`src/rtl/stopwatch_pkg.sv`:
```
// Shared types and constants for the stopwatch controller slice.
// Latency: n/a (declarations only).
// Backpressure: n/a.
package stopwatch_pkg;

    typedef enum logic [1:0] {
        IDLE    = 2'd0,
        RUNNING = 2'd1,
        PAUSED  = 2'd2,
        LAP     = 2'd3
    } sw_state_t;

    typedef logic [3:0] bcd_t;

    typedef struct packed {
        bcd_t min_tens;
        bcd_t min_ones;
        bcd_t sec_tens;
        bcd_t sec_ones;
    } sw_time_t;

    localparam bcd_t SEC_TENS_MAX = 4'd5;
    localparam bcd_t MIN_TENS_MAX = 4'd5;
    localparam bcd_t ONES_MAX     = 4'd9;

    // Increment one BCD digit, wrapping to 0 after max.
    function automatic bcd_t bcd_next(input bcd_t d, input bcd_t max);
        return (d == max) ? 4'd0 : d + 4'd1;
    endfunction

endpackage

```
`src/rtl/button_debouncer.sv`:
```
// Synchronizes one raw button, debounces it on ms ticks and emits a press pulse.
// Latency: 2 sync flops, then DEBOUNCE_MS stable ticks; press is 1 cycle after the accepting tick.
// Backpressure: none; press is a fire-and-forget single-cycle pulse.
module button_debouncer
    import stopwatch_pkg::*;
#(
    parameter int DEBOUNCE_MS = 20,
    parameter int DBC_W       = 5
) (
    input  logic clk_25MHz,
    input  logic rst_n,
    input  logic ms_tick,
    input  logic btn_raw,
    output logic press
);

    logic             btn_s1;
    logic             btn_s2;
    logic             level;
    logic [DBC_W-1:0] cnt;

    // Two-flop synchronizer for the asynchronous button input.
    always_ff @(posedge clk_25MHz or negedge rst_n) begin
        if (!rst_n) begin
            btn_s1 <= 1'b0;
            btn_s2 <= 1'b0;
        end else begin
            btn_s1 <= btn_raw;
            btn_s2 <= btn_s1;
        end
    end

    // Stability counter and accepted level; press fires only on an accepted 0->1.
    always_ff @(posedge clk_25MHz or negedge rst_n) begin
        if (!rst_n) begin
            cnt   <= '0;
            level <= 1'b0;
            press <= 1'b0;
        end else begin
            press <= 1'b0;
            if (ms_tick) begin
                if (btn_s2 != level) begin
                    if (cnt == DBC_W'(DEBOUNCE_MS - 1)) begin
                        level <= btn_s2;
                        cnt   <= '0;
                        press <= btn_s2;
                    end else begin
                        cnt <= cnt + 1'b1;
                    end
                end else begin
                    cnt <= '0;
                end
            end
        end
    end

endmodule

```
`src/rtl/stopwatch_controller.sv`:
```
// Stopwatch sequencing: 1 kHz tick extraction, button debounce, run/pause/lap FSM, mm:ss BCD count.
// Latency: ms_tick 3 cycles after the 1 kHz rising edge; digits registered 1 cycle after count/state.
// Backpressure: none; every tick and button event is consumed in the cycle it occurs.
module stopwatch_controller
    import stopwatch_pkg::*;
#(
    parameter int TICKS_PER_SEC = 1000,
    parameter int DEBOUNCE_MS   = 20,
    parameter int DBC_W         = 5
) (
    input  logic       clk_25MHz,
    input  logic       rst_n,
    input  logic       clk_1kHz,
    input  logic       btn_start_stop,
    input  logic       btn_lap,
    input  logic       btn_reset,
    output logic       running,
    output logic       lap_active,
    output logic       overflow,
    output logic [3:0] min_tens,
    output logic [3:0] min_ones,
    output logic [3:0] sec_tens,
    output logic [3:0] sec_ones
);

    // A 1-bit counter still works when only one tick makes a second.
    localparam int MS_W = (TICKS_PER_SEC > 1) ? $clog2(TICKS_PER_SEC) : 1;
    localparam logic [MS_W-1:0] MS_MAX = MS_W'(TICKS_PER_SEC - 1);

    logic            k_s1;
    logic            k_s2;
    logic            k_s3;
    logic            ms_tick;
    logic            ss_ev;
    logic            lap_ev;
    logic            rst_ev;
    sw_state_t       state;
    sw_state_t       state_nxt;
    logic            counting;
    logic            clear_cnt;
    logic            capture_lap;
    logic [MS_W-1:0] ms_cnt;
    sw_time_t        live;
    sw_time_t        lap_time;
    sw_time_t        disp;

    // Synchronize the divided clock and register its rising edge as a one-cycle tick.
    always_ff @(posedge clk_25MHz or negedge rst_n) begin
        if (!rst_n) begin
            k_s1    <= 1'b0;
            k_s2    <= 1'b0;
            k_s3    <= 1'b0;
            ms_tick <= 1'b0;
        end else begin
            k_s1    <= clk_1kHz;
            k_s2    <= k_s1;
            k_s3    <= k_s2;
            ms_tick <= k_s2 & ~k_s3;
        end
    end

    button_debouncer #(.DEBOUNCE_MS(DEBOUNCE_MS), .DBC_W(DBC_W)) u_dbc_ss (
        .clk_25MHz (clk_25MHz),
        .rst_n     (rst_n),
        .ms_tick   (ms_tick),
        .btn_raw   (btn_start_stop),
        .press     (ss_ev)
    );

    button_debouncer #(.DEBOUNCE_MS(DEBOUNCE_MS), .DBC_W(DBC_W)) u_dbc_lap (
        .clk_25MHz (clk_25MHz),
        .rst_n     (rst_n),
        .ms_tick   (ms_tick),
        .btn_raw   (btn_lap),
        .press     (lap_ev)
    );

    button_debouncer #(.DEBOUNCE_MS(DEBOUNCE_MS), .DBC_W(DBC_W)) u_dbc_rst (
        .clk_25MHz (clk_25MHz),
        .rst_n     (rst_n),
        .ms_tick   (ms_tick),
        .btn_raw   (btn_reset),
        .press     (rst_ev)
    );

    // FSM state register.
    always_ff @(posedge clk_25MHz or negedge rst_n) begin
        if (!rst_n) begin
            state <= IDLE;
        end else begin
            state <= state_nxt;
        end
    end

    // Next state and side-effect strobes; start_stop takes priority over lap and reset.
    always_comb begin
        state_nxt   = state;
        clear_cnt   = 1'b0;
        capture_lap = 1'b0;
        unique case (state)
            IDLE: begin
                if (ss_ev) state_nxt = RUNNING;
            end
            RUNNING: begin
                if (ss_ev) begin
                    state_nxt = PAUSED;
                end else if (lap_ev) begin
                    state_nxt   = LAP;
                    capture_lap = 1'b1;
                end
            end
            LAP: begin
                if (ss_ev)       state_nxt = PAUSED;
                else if (lap_ev) state_nxt = RUNNING;
            end
            PAUSED: begin
                if (ss_ev) begin
                    state_nxt = RUNNING;
                end else if (rst_ev) begin
                    state_nxt = IDLE;
                    clear_cnt = 1'b1;
                end
            end
            default: state_nxt = IDLE;
        endcase
    end

    // Counting uses the pre-transition state so a tick coinciding with a stop still counts.
    assign counting = (state == RUNNING) || (state == LAP);

    // Millisecond counter, BCD carry chain and sticky overflow.
    always_ff @(posedge clk_25MHz or negedge rst_n) begin
        if (!rst_n) begin
            ms_cnt   <= '0;
            live     <= '0;
            overflow <= 1'b0;
        end else if (clear_cnt) begin
            ms_cnt   <= '0;
            live     <= '0;
            overflow <= 1'b0;
        end else if (ms_tick && counting) begin
            if (ms_cnt == MS_MAX) begin
                ms_cnt        <= '0;
                live.sec_ones <= bcd_next(live.sec_ones, ONES_MAX);
                if (live.sec_ones == ONES_MAX) begin
                    live.sec_tens <= bcd_next(live.sec_tens, SEC_TENS_MAX);
                    if (live.sec_tens == SEC_TENS_MAX) begin
                        live.min_ones <= bcd_next(live.min_ones, ONES_MAX);
                        if (live.min_ones == ONES_MAX) begin
                            live.min_tens <= bcd_next(live.min_tens, MIN_TENS_MAX);
                            if (live.min_tens == MIN_TENS_MAX) begin
                                overflow <= 1'b1;
                            end
                        end
                    end
                end
            end else begin
                ms_cnt <= ms_cnt + 1'b1;
            end
        end
    end

    // Lap latch snapshots the live count as the FSM enters LAP.
    always_ff @(posedge clk_25MHz or negedge rst_n) begin
        if (!rst_n) begin
            lap_time <= '0;
        end else if (capture_lap) begin
            lap_time <= live;
        end
    end

    // Registered display: frozen lap value in LAP, live count otherwise.
    always_ff @(posedge clk_25MHz or negedge rst_n) begin
        if (!rst_n) begin
            disp <= '0;
        end else begin
            disp <= (state == LAP) ? lap_time : live;
        end
    end

    assign running    = counting;
    assign lap_active = (state == LAP);
    assign min_tens   = disp.min_tens;
    assign min_ones   = disp.min_ones;
    assign sec_tens   = disp.sec_tens;
    assign sec_ones   = disp.sec_ones;

endmodule

```
`config.mk`:
```
export PLATFORM = sky130hd
export DESIGN_NAME = stopwatch_controller
export DESIGN_NICKNAME = d
export VERILOG_FILES = /design/src/rtl/stopwatch_pkg.sv /design/src/rtl/button_debouncer.sv /design/src/rtl/stopwatch_controller.sv
export SDC_FILE = /design/constraint.sdc
export NUM_CORES = 1
export LEC_CHECK = 0
export ABC_CLOCK_PERIOD_IN_PS = 4500
export BUFFER_PORTS_ARGS = -buffer_cell sky130_fd_sc_hd__buf_2
export CORE_MARGIN = 4
export CORE_UTILIZATION = 36
export DETAILED_ROUTE_END_ITERATION = 12
export PLACE_DENSITY_LB_ADDON = 0.15
export RECOVER_POWER = 100
export SLEW_MARGIN = 5
export SYNTH_ARGS = -nofsm -noshare
export SYNTH_HDL_FRONTEND = slang
export SYNTH_SLANG_ARGS = --single-unit
```
`constraint.sdc`:
```
create_clock -name clk_25MHz -period 4.5 [get_ports clk_25MHz]
set_clock_uncertainty 0.15 [all_clocks]
set_input_delay 0 -clock clk_25MHz [delete_from_list [all_inputs] [get_ports clk_25MHz]]
set_output_delay 0 -clock clk_25MHz [all_outputs]
set_load 0.05 [all_outputs]
```
======== Word level (Yosys, flattened, before mapping) ========
Index checks and enable logic that the tools add are counted.
word-level totals
  memories ................................ 0
  register bits ........................... 92
  memory bits (writable) .................. 0
  ROM bits ................................ 0
  logic and storage cells ................. 130
  input bits .............................. 6
  bits in latches ......................... 0
cells by class
  bitwise gates (word level) .............. 2
  equality and inequality tests ........... 18
  reduce and logical (&&, ||, !) cells .... 18
  shift operators ......................... 0
  add/sub/neg operators ................... 8
  div/mod/pow operators ................... 0
  muxes and demuxes ....................... 50
  magnitude comparators ................... 0
  multipliers ............................. 0
operators by type and width
  cell                                                                      count
  16-bit two-way mux                                                        4
  10-bit two-way mux                                                        3
  5-bit two-way mux                                                         6
  1-bit two-way mux                                                         22
  4-bit two-way mux                                                         5
  4-bit by 1-bit adder with 4-bit output (second input constant)            4
  5-bit by 1-bit adder with 5-bit output (second input constant)            3
  5-bit == test (second input constant)                                     3
  2-bit two-way mux                                                         7
  12-bit two-way mux                                                        1
  3-bit AND reduction                                                       4
  2-bit nonzero test                                                        6
  10-bit by 1-bit adder with 10-bit output (second input constant)          1
  10-bit == test (second input constant)                                    1
  3-bit by 1-bit inequality test with 1-bit output (second input constant)  3
  4-bit by 3-bit == test with 1-bit output (second input constant)          2
  4-bit == test (second input constant)                                     2
  8-bit two-way mux                                                         1
  2-bit one-hot mux with 4 select lines                                     1
  4-bit AND reduction                                                       2
  6-bit AND reduction                                                       1
  5-bit AND reduction                                                       1
  2-bit == test (second input constant)                                     2
  1-bit inequality test                                                     3
  other kinds (8)                                                           8

======== Logic depth before layout (Yosys ltp) ========
Gate-level depths: netlist (run 1).
  depth in word-level cells ............... 8
  depth in mapped cells ................... 7
  mapped depth without buffers ............ 6

======== By module ========
A second synthesis (run 1) with hierarchy kept.
unflattened totals
  cells, all modules ...................... 367
  area total of the unflattened synthesis .. 4,244.1 um2
by module, submodules not included
  module                cells an instance  seq. area each (um2)  times used  area an instance (um2)
  stopwatch_controller  256                1,626.6               1           2,945.3
  button_debouncer      37                 225.2                 3           432.9

======== Least setup slack after synthesis (run 1) ========
Ideal clock, no wire load.
  path kind ............................... reg-to-reg
  start ................................... register ms_cnt[4]
  end ..................................... register live[7] (netlist name)
  cell stages (with the launch flop) ...... 6
  arrival time ............................ 2,043 ps
  setup slack ............................. 2,229 ps
  period minus slack after synthesis ...... 2,271 ps
  path buffers ............................ 1
  cells stage by stage .................... dfrtp_1 or3b_4 or4_1 buf_2 or4_1 a21oi_1
between the ends
  word-level cells in the longest chain between the ends .. 3
ends and longest elaborated chain
  element                               line                         source
  from (decl)                           stopwatch_controller.sv:42   logic [MS_W-1:0] ms_cnt;
  from (signal assigned)                stopwatch_controller.sv:158  ms_cnt <= ms_cnt + 1'b1;
  10-bit == test                        stopwatch_controller.sv:142  if (ms_cnt == MS_MAX) begin
  2-bit nonzero test (no source line)   --
  3-bit AND reduction (no source line)  --
  to (decl)                             stopwatch_controller.sv:43   sw_time_t live;
Every way passes these cells.
A chain may end at the register's enable or synchronous reset.

======== Worst setup path in the final report (run 1) ========
  start ................................... register state[0]
  end ..................................... register ms_cnt[9]
between the ends
  word-level cells in the longest chain between the ends .. 4
  elaborated cells on any way between the ends .. 8
  classes of those cells .................. eq/ne: 3; mux: 2; reduce/logical: 3
ends and longest elaborated chain
  element                                                                           line                         source
  from (decl)                                                                       stopwatch_controller.sv:37   sw_state_t state;
  from (signal assigned)                                                            stopwatch_controller.sv:91   state <= state_nxt;
  2-bit by 1-bit == test with 1-bit output / 2-bit == test (equally long branches)  stopwatch_controller.sv:129  assign counting = (state == RUNNING) || (state == LAP);
  1-bit logical OR                                                                  stopwatch_controller.sv:129
  1-bit logical AND                                                                 stopwatch_controller.sv:141  end else if (ms_tick && counting) begin
  2-bit nonzero test (no source line)                                               --
Several ways; a longest one is shown, not always the timed one.

==> impl_metrics.tcl, run 1 <==
set metrics [dict create \
    status "complete, but fails checks" \
    violations "capacitance limit, slew limit" \
    cts_setup_buffers 0 \
    cts-buffers-inserted 9 \
    die_area_sq_um 13300 \
    multi_input_area_sq_um 1710 \
    antenna_found_initial 0 \
    clock_path_buffers 2 \
    nNetsFinal 412 \
    power.leakage_uw 0.00215 \
    postSynthNetCount 384 \
    crit_type "reg -> reg" \
    ys_types 48 \
    setup_viol 0 \
    yosysTopAreaCell "dfrtp_1" \
    final_layout_size_suffix_gt1_share_pct 13.6 \
    rows 38 \
    synth.avg_cell_area_sq_um 11.3 \
    cts_resized 0 \
    die_h_um 115 \
    seq_area_sq_um 2300 \
    dr_total_vias 2806 \
    path_clk_slew_ps 60 \
    viasPerCell 5.22 \
    power-per-cell-area_nw_per_um2 373 \
    drtIter0Drc 210 \
    ys_top_cells_by_area "dfrtp_1 56%, mux2_2 8.7%, ha_1 3.6%" \
    async_reset_ff_share_pct 100 \
    synth-edff-count 0 \
    hold_class "in -> reg" \
    yosysMostFrequentCell "dfrtp_1" \
    synth_ff_type "dfrtp_1" \
    antenna_cells 0 \
    end_kind "flop" \
    port_buffers 24 \
    clock_latency_ps 340 \
    dr.pass1.iters 4 \
    drc_errors 0 \
    place_ws_ps 1920 \
    postSynthCellCount 366 \
    dp.cells 518 \
    slowest_delay_ps 720 \
    maxCapViolCount 1 \
    hpwlAfterDp_um 5210 \
    fmax_ghz 0.361 \
    yosys_warnings 0 \
    critPathSlowestCell "clkbuf_1" \
    path_max_fanout 17 \
    synth_seq_cells 92 \
    tritoncts "built" \
    grt_pass1_wl_um 13700 \
    post-route-worst-setup-slack_ps 1730 \
    start_util_pct 37.5 \
    pin_count 25 \
    cp-start-kind "flop" \
    cp_cell_sequence "nor4bb_2, clkbuf_1, nor2_1, or4_1, a21oi_1" \
    cts_max_level 3 \
    grt_max_degree 56 \
    cts_sinks 92 \
    gr-total-overflow 0 \
    fill_cells 1056 \
    worst_slew_pin_slew_ps 2020 \
    cp_data_required_time_ps 4610 \
    cts_root_buf "clkbuf_16" \
    syn_area_sq_um 4130 \
    slew_headroom_pct -34.9 \
    rsz0062_at_grt "no" \
    grt_pass1_vias 2817 \
    synth_top_area_share_pct 55.7 \
    period_share_pct 61.6 \
    routabilityCongestion 0.787 \
    period_minus_slack_ps 2770 \
    drtAntennaViolNets 0 \
    track_usage_pct 13.2 \
    netlist_top_cells_count "92 x dfrtp_1, 32 x mux2_2, 24 x nand2_1" \
    setup_tns_ps 0 \
    yosysSeqAreaShare_pct 55.7 \
    routed_wirelength_um 7910 \
    postCtsHoldBufs 5 \
    hold_violations 0 \
    crit_arrival_ps 2880 \
    core-area_sq_um 11000 \
    wl_per_cell_um 14.7 \
    vdd_drop_max_v 0.000197 \
    area_growth_syn_to_layout_pct 14.3 \
    drv_slew 39 \
    fp.dieW_um 115 \
    instances_no_fill 538 \
]
==> sequential cells by signal (all words and copies together), names as in the netlist, 2 cells and up <==
signal and count:
min_tens 4, lap_time 16, sec_ones 4, ms_cnt 10, u_dbc_ss.cnt 5, live 16, min_ones 4, sec_tens 4
u_dbc_rst.cnt 5, state 2, u_dbc_lap.cnt 5
==> layout make-up <==
| cell class | instances | share of cell area, % |
|---|---|---|
| Sequential cell | 92 | 48.7 |
| Multi-Input combinational cell | 241 | 36.2 |
| Clock buffer | 13 | 5.08 |
| Timing Repair Buffer | 34 | 3.71 |
| Tap cell | 140 | 3.71 |
| Clock inverter | 2 | 1.27 |
| Inverter | 16 | 1.27 |
==> cells by family (layout without fill, tap and decap cells) <==
logic type,count (synthesis),in the layout,share of synthesized area [%]
compound gates,64,64,9.75
xor+xnor,13,13,2.75
fa+ha+maj,12,12,3.63
buf+inv,33,65,3.03
flops,92,92,55.7
mux,35,35,9.44
simple gates,117,117,15.7
==> power breakdown <==
part,total [uW],switching [uW],internal (uW)
Sequential,896,34.8,861
Combinational,84.8,48.7,36.1
Clock,781,297,485
==> per-layer routing <==
metal | track usage [%] | vias to the layer above | wire [um]
li1 | - | 1377 | -
met1 | 17.4 | 1380 | 3800
met2 | 21.0 | 38 | 3680
met3 | 4.05 | 11 | 335
met4 | 4.23 | 0 | 97
met5 | 0 | - | 0
==> per-stage QoR <==
stage	util, %	power, uW	cell area, sq um	hold WS [ps]
after floorplan	-	957	4130	-446
after global placement	40.0	992	4410	-157
after detailed placement	40.0	994	4410	-155
after CTS	43.2	1790	4760	28.5
after global routing	42.8	1840	4730	153
final	42.8	1760	4730	152
==> cell usage in the layout (no fill, tap or decap), drive strengths merged, types with 2 or more instances in the layout <==
cell type and instances:
nor4 2, nand2 24, nand3 17, a32o 2
and2 2, nand4 8, and3b 4, mux2i 3
nand3b 4, bufinv 2, nor2 20, ha 12
nand4b 2, and3 2, dfrtp 92, nor3b 7
o32ai 2, or4 8, inv 15, xor2 10
o22ai 5, dlygate4sd3 5, mux2 32, xnor2 3
o2111ai 2, a21oi 12, o21a 5, nor3 4
o31ai 4, nor2b 8, buf 7, o21ai 23
o311ai 3, clkbuf 35
==> worst max-delay path, delay by kind of cell, from the launching register on <==
kind | cells | cell delay (ps)
flops | 1 | 510
simple gates | 3 | 1150
compound gates | 1 | 170
buf+inv | 1 | 720
==> worst paths after layout <==
kind	from	cells past startpoint	end	slack, ps
setup / recovery	state[0]	5	ms_cnt[9]	1730
max in group asynchronous	rst_n	3	u_dbc_rst.btn_s1	1970
hold reg to reg	u_dbc_rst.btn_s1	0	u_dbc_rst.btn_s2	200
hold / removal	clk_1kHz	2	k_s1	150
min in group asynchronous	rst_n	2	min_ones[0]	630
setup reg to reg	state[0]	5	ms_cnt[9]	1730
Power figures use the tool's default switching activity.
==> run 2: changes to the inputs <==
--- a/config.mk
+++ b/config.mk
@@ -5,7 +5,8 @@
 export SDC_FILE = /design/constraint.sdc
 export NUM_CORES = 1
 export LEC_CHECK = 0
-export ABC_CLOCK_PERIOD_IN_PS = 4500
+export ABC_AREA = 1
+export ABC_CLOCK_PERIOD_IN_PS = 2800
 export BUFFER_PORTS_ARGS = -buffer_cell sky130_fd_sc_hd__buf_2
 export CORE_MARGIN = 4
 export CORE_UTILIZATION = 36
==> constraint.sdc (replaced) <==
create_clock -name clk_25MHz -period 2.8 [get_ports clk_25MHz]
set_clock_uncertainty 0.15 [all_clocks]
set_input_delay 0 -clock clk_25MHz [delete_from_list [all_inputs] [get_ports clk_25MHz]]
set_output_delay 0 -clock clk_25MHz [all_outputs]
set_load 0.05 [all_outputs]
==> run 2 against run 1 <==
Net effect: the flow now finishes without violations; fmax is 23% higher; combinational power grew to 4.4 times the previous value; register-to-register slack worse by 1200 ps; sequential power is 66% higher; via count is 9.1% higher; non-clock buffer count is 2 lower; clock power is 47% higher; critical path depth is 2 higher; routed wire length is 0.76% lower; global-route usage is 0.21 points lower; largest cell class unchanged; largest power group unchanged; highest routed layer unchanged.
==> impl_metrics.tcl, run 2 <==
set metrics [dict create \
    status "complete, no violations" \
    routed_wirelength_um 7850 \
    netlist_top_cells_count "121 x nand2_1, 92 x dfrtp_1, 44 x o21ai_0" \
    cpMostUsedCell "nand2_1" \
    holdCritStartpoint "clk_1kHz" \
    top_layer "met4" \
    r2r-start "u_dbc_ss.press" \
    hold_violations 0 \
    yosysSeqAreaShare_pct 55.1 \
    path_depth 7 \
    rr_worst_depth 7 \
    fin_area_sq_um 4700 \
    rsz0062_at_grt "no" \
    cts_setup_buffers 0 \
    maxCapViolCount 0 \
    cp_cell_sequence "inv_1, nand4_4, nand2_1, nand2_1, nor2_1, nand2_1, nand2_1" \
    routabilityCongestion 0.816 \
    cts_max_level 3 \
    top_regs "lap_time (16), live (16), ms_cnt (10)" \
    cts-buffers-inserted 9 \
    synth_seq_cells 92 \
    placed_cell_area_sq_um 4440 \
    yosysTopAreaCell "dfrtp_1" \
    dr_wl_met2_um 3730 \
    crit_arrival_ps 2380 \
    grt_max_degree 50 \
    grt_pass1_wl_um 13900 \
    final_layout_size_suffix_gt1_share_pct 5.82 \
    path_clk_slew_ps 60 \
    drc_errors 0 \
    wl_per_cell_um 12.2 \
    setup_tns_ps 0 \
    period_share_pct 80.5 \
    slowest_delay_ps 460 \
    cp-start-kind "flop" \
    clock_path_buffers 2 \
    start_util_pct 36.8 \
    yosysMostFrequentCell "nand2_1" \
    yosys_warnings 0 \
    fmax_ghz 0.444 \
    tritoncts "built" \
    path_max_fanout 14 \
    vdd_drop_max_v 0.000612 \
    drv_slew 0 \
    track_usage_pct 13.0 \
    postCtsHoldBufs 5 \
    dr_total_vias 3062 \
    p_int_uw 2200 \
    die_h_um 116 \
    nNetsFinal 513 \
    period_minus_slack_ps 2250 \
    hold_class "in -> reg" \
    syn_area_sq_um 4180 \
    cts_resized 0 \
    dr.pass1.iters 4 \
    clock_latency_ps 340 \
    worstReg2RegEnd "live[10]" \
    end_kind "flop" \
    area_growth_syn_to_layout_pct 12.4 \
    postSynthCellCount 464 \
    ff2ff_setup_slack_ps 550 \
    critPathSlowestCell "nand2_1" \
    final_common_cell "nand2_1" \
    switching_share_pct 27.1 \
    slew_headroom_pct 16.3 \
    layout_common_cells "123 x nand2_1, 92 x dfrtp_1, 46 x o21ai_0, 43 x inv_1, 39 x nor2_1" \
    core-area_sq_um 11400 \
    critPathLaunch "u_dbc_ss.press" \
    comb_power_share_pct 12.5 \
    rows 39 \
    netSwitchingPower_uw 819 \
    cp_data_required_time_ps 2930 \
    die_area_sq_um 13400 \
    postSynthNetCount 482 \
    pin_count 25 \
    synth_ff_type "dfrtp_1" \
    synth_top_area_share_pct 55.1 \
    wl_met1_um 3630 \
    wl_met3_um 330 \
    worst_slew_pin_slew_ps 1260 \
    crit_end "live[10]" \
    port_buffers 24 \
    antenna_found_initial 0 \
    antenna_cells 0 \
    drtAntennaViolNets 0 \
    synth.avg_cell_area_sq_um 9.01 \
    cts_root_buf "clkbuf_16" \
    synth-edff-count 0 \
    crit_type "reg -> reg" \
    critPathTopFamily "simple AND/OR/NAND/NOR gates" \
    ys_top_cells_by_area "dfrtp_1 55%, nand2_1 11%, o21ai_0 5.3%" \
    path_buf_inv 1 \
    drtIter0Drc 135 \
    power.leakage_uw 0.00227 \
    power-per-cell-area_nw_per_um2 642 \
    cts_sinks 92 \
    gr-total-overflow 0 \
    fp.dieW_um 116 \
    async_reset_ff_share_pct 100 \
    viasPerCell 4.78 \
    p_seq_share_pct 49.5 \
    setup_viol 0 \
    p_clk_share_pct 38.1 \
    ys_types 34 \
    grt_pass1_vias 2941 \
    hpwlAfterDp_um 5380 \
]
[run 2: cell types whose count changed after synthesis, moves of 10 or more]
cell | previous run | this run
nand2_1 | 24 | 121
mux2_2 | 32 | 0
nand3_1 | 17 | 33
inv_1 | 15 | 43
nor2_1 | 20 | 37
o21ai_0 | 22 | 44
clkbuf_1 | 13 | 3
[run 2: area by class of cell]
cell class / count / area (sq um)
clock buffers: 11 / 233
inverters: 46 / 173
repair buffers: 32 / 174
clock inverters: 3 / 40.0
multi-input cells: 314 / 1600
flip-flops and latches: 92 / 2300
well taps: 143 / 179
fillers: 1118 / 6670
[run 2: layer usage]
layer / vias to the layer above / track usage, %
li1: 1550 / -
met1: 1452 / 16.5
met2: 46 / 20.7
met3: 14 / 3.92
met4: 0 / 5.65
met5: - / 0
[run 2: stage by stage]
stage | cells | util [%] | power [uW] | setup WS, ps | hold slack, ps
final | 641 | 41.3 | 3020 | 547 | 150
after global routing | 641 | 41.3 | 3190 | 310 | 154
after CTS | 641 | 41.9 | 3080 | 675 | 68.2
after detailed placement | 622 | 39.1 | 1900 | 892 | -104
after global placement | 622 | 39.1 | 1890 | 977 | -109
after floorplan | 464 | - | 1790 | 1160 | -446
[run 2: how the worst min path moves through the flow]
| stage | cells after the start | slack [ps] | endpoint |
|---|---|---|---|
| 4_1_cts | 2 | 70 | lap_time[5] |
| 3_5_place_dp | 1 | -100 | lap_time[7] |
| 6_report | 2 | 150 | k_s1 |
| 5_1_grt | 2 | 150 | k_s1 |
| 3_3_place_gp | 1 | -110 | lap_time[5] |
| 2_1_floorplan | 0 | -450 | k_s1 |
[run 2: cell families after synthesis]
group / share of synthesized area, %
DFF: 55.1
xor gates and xnor gates: 3.56
and+or+nand+nor: 23.2
muxes: 0.239
AOI/OAI and AO/OA: 8.41
buffers and inverters: 5.95
adders and majority gates: 3.59
[run 2: power groups by stage]
| stage | combinational (uW) | clock, uW | sequential [uW] |
|---|---|---|---|
| finish | 376 | 1150 | 1490 |
| global route | 443 | 1240 | 1510 |
| CTS | 393 | 1200 | 1490 |
| detailed placement | 387 | 0 | 1520 |
| global placement | 376 | 0 | 1510 |
| floorplan | 293 | 0 | 1500 |
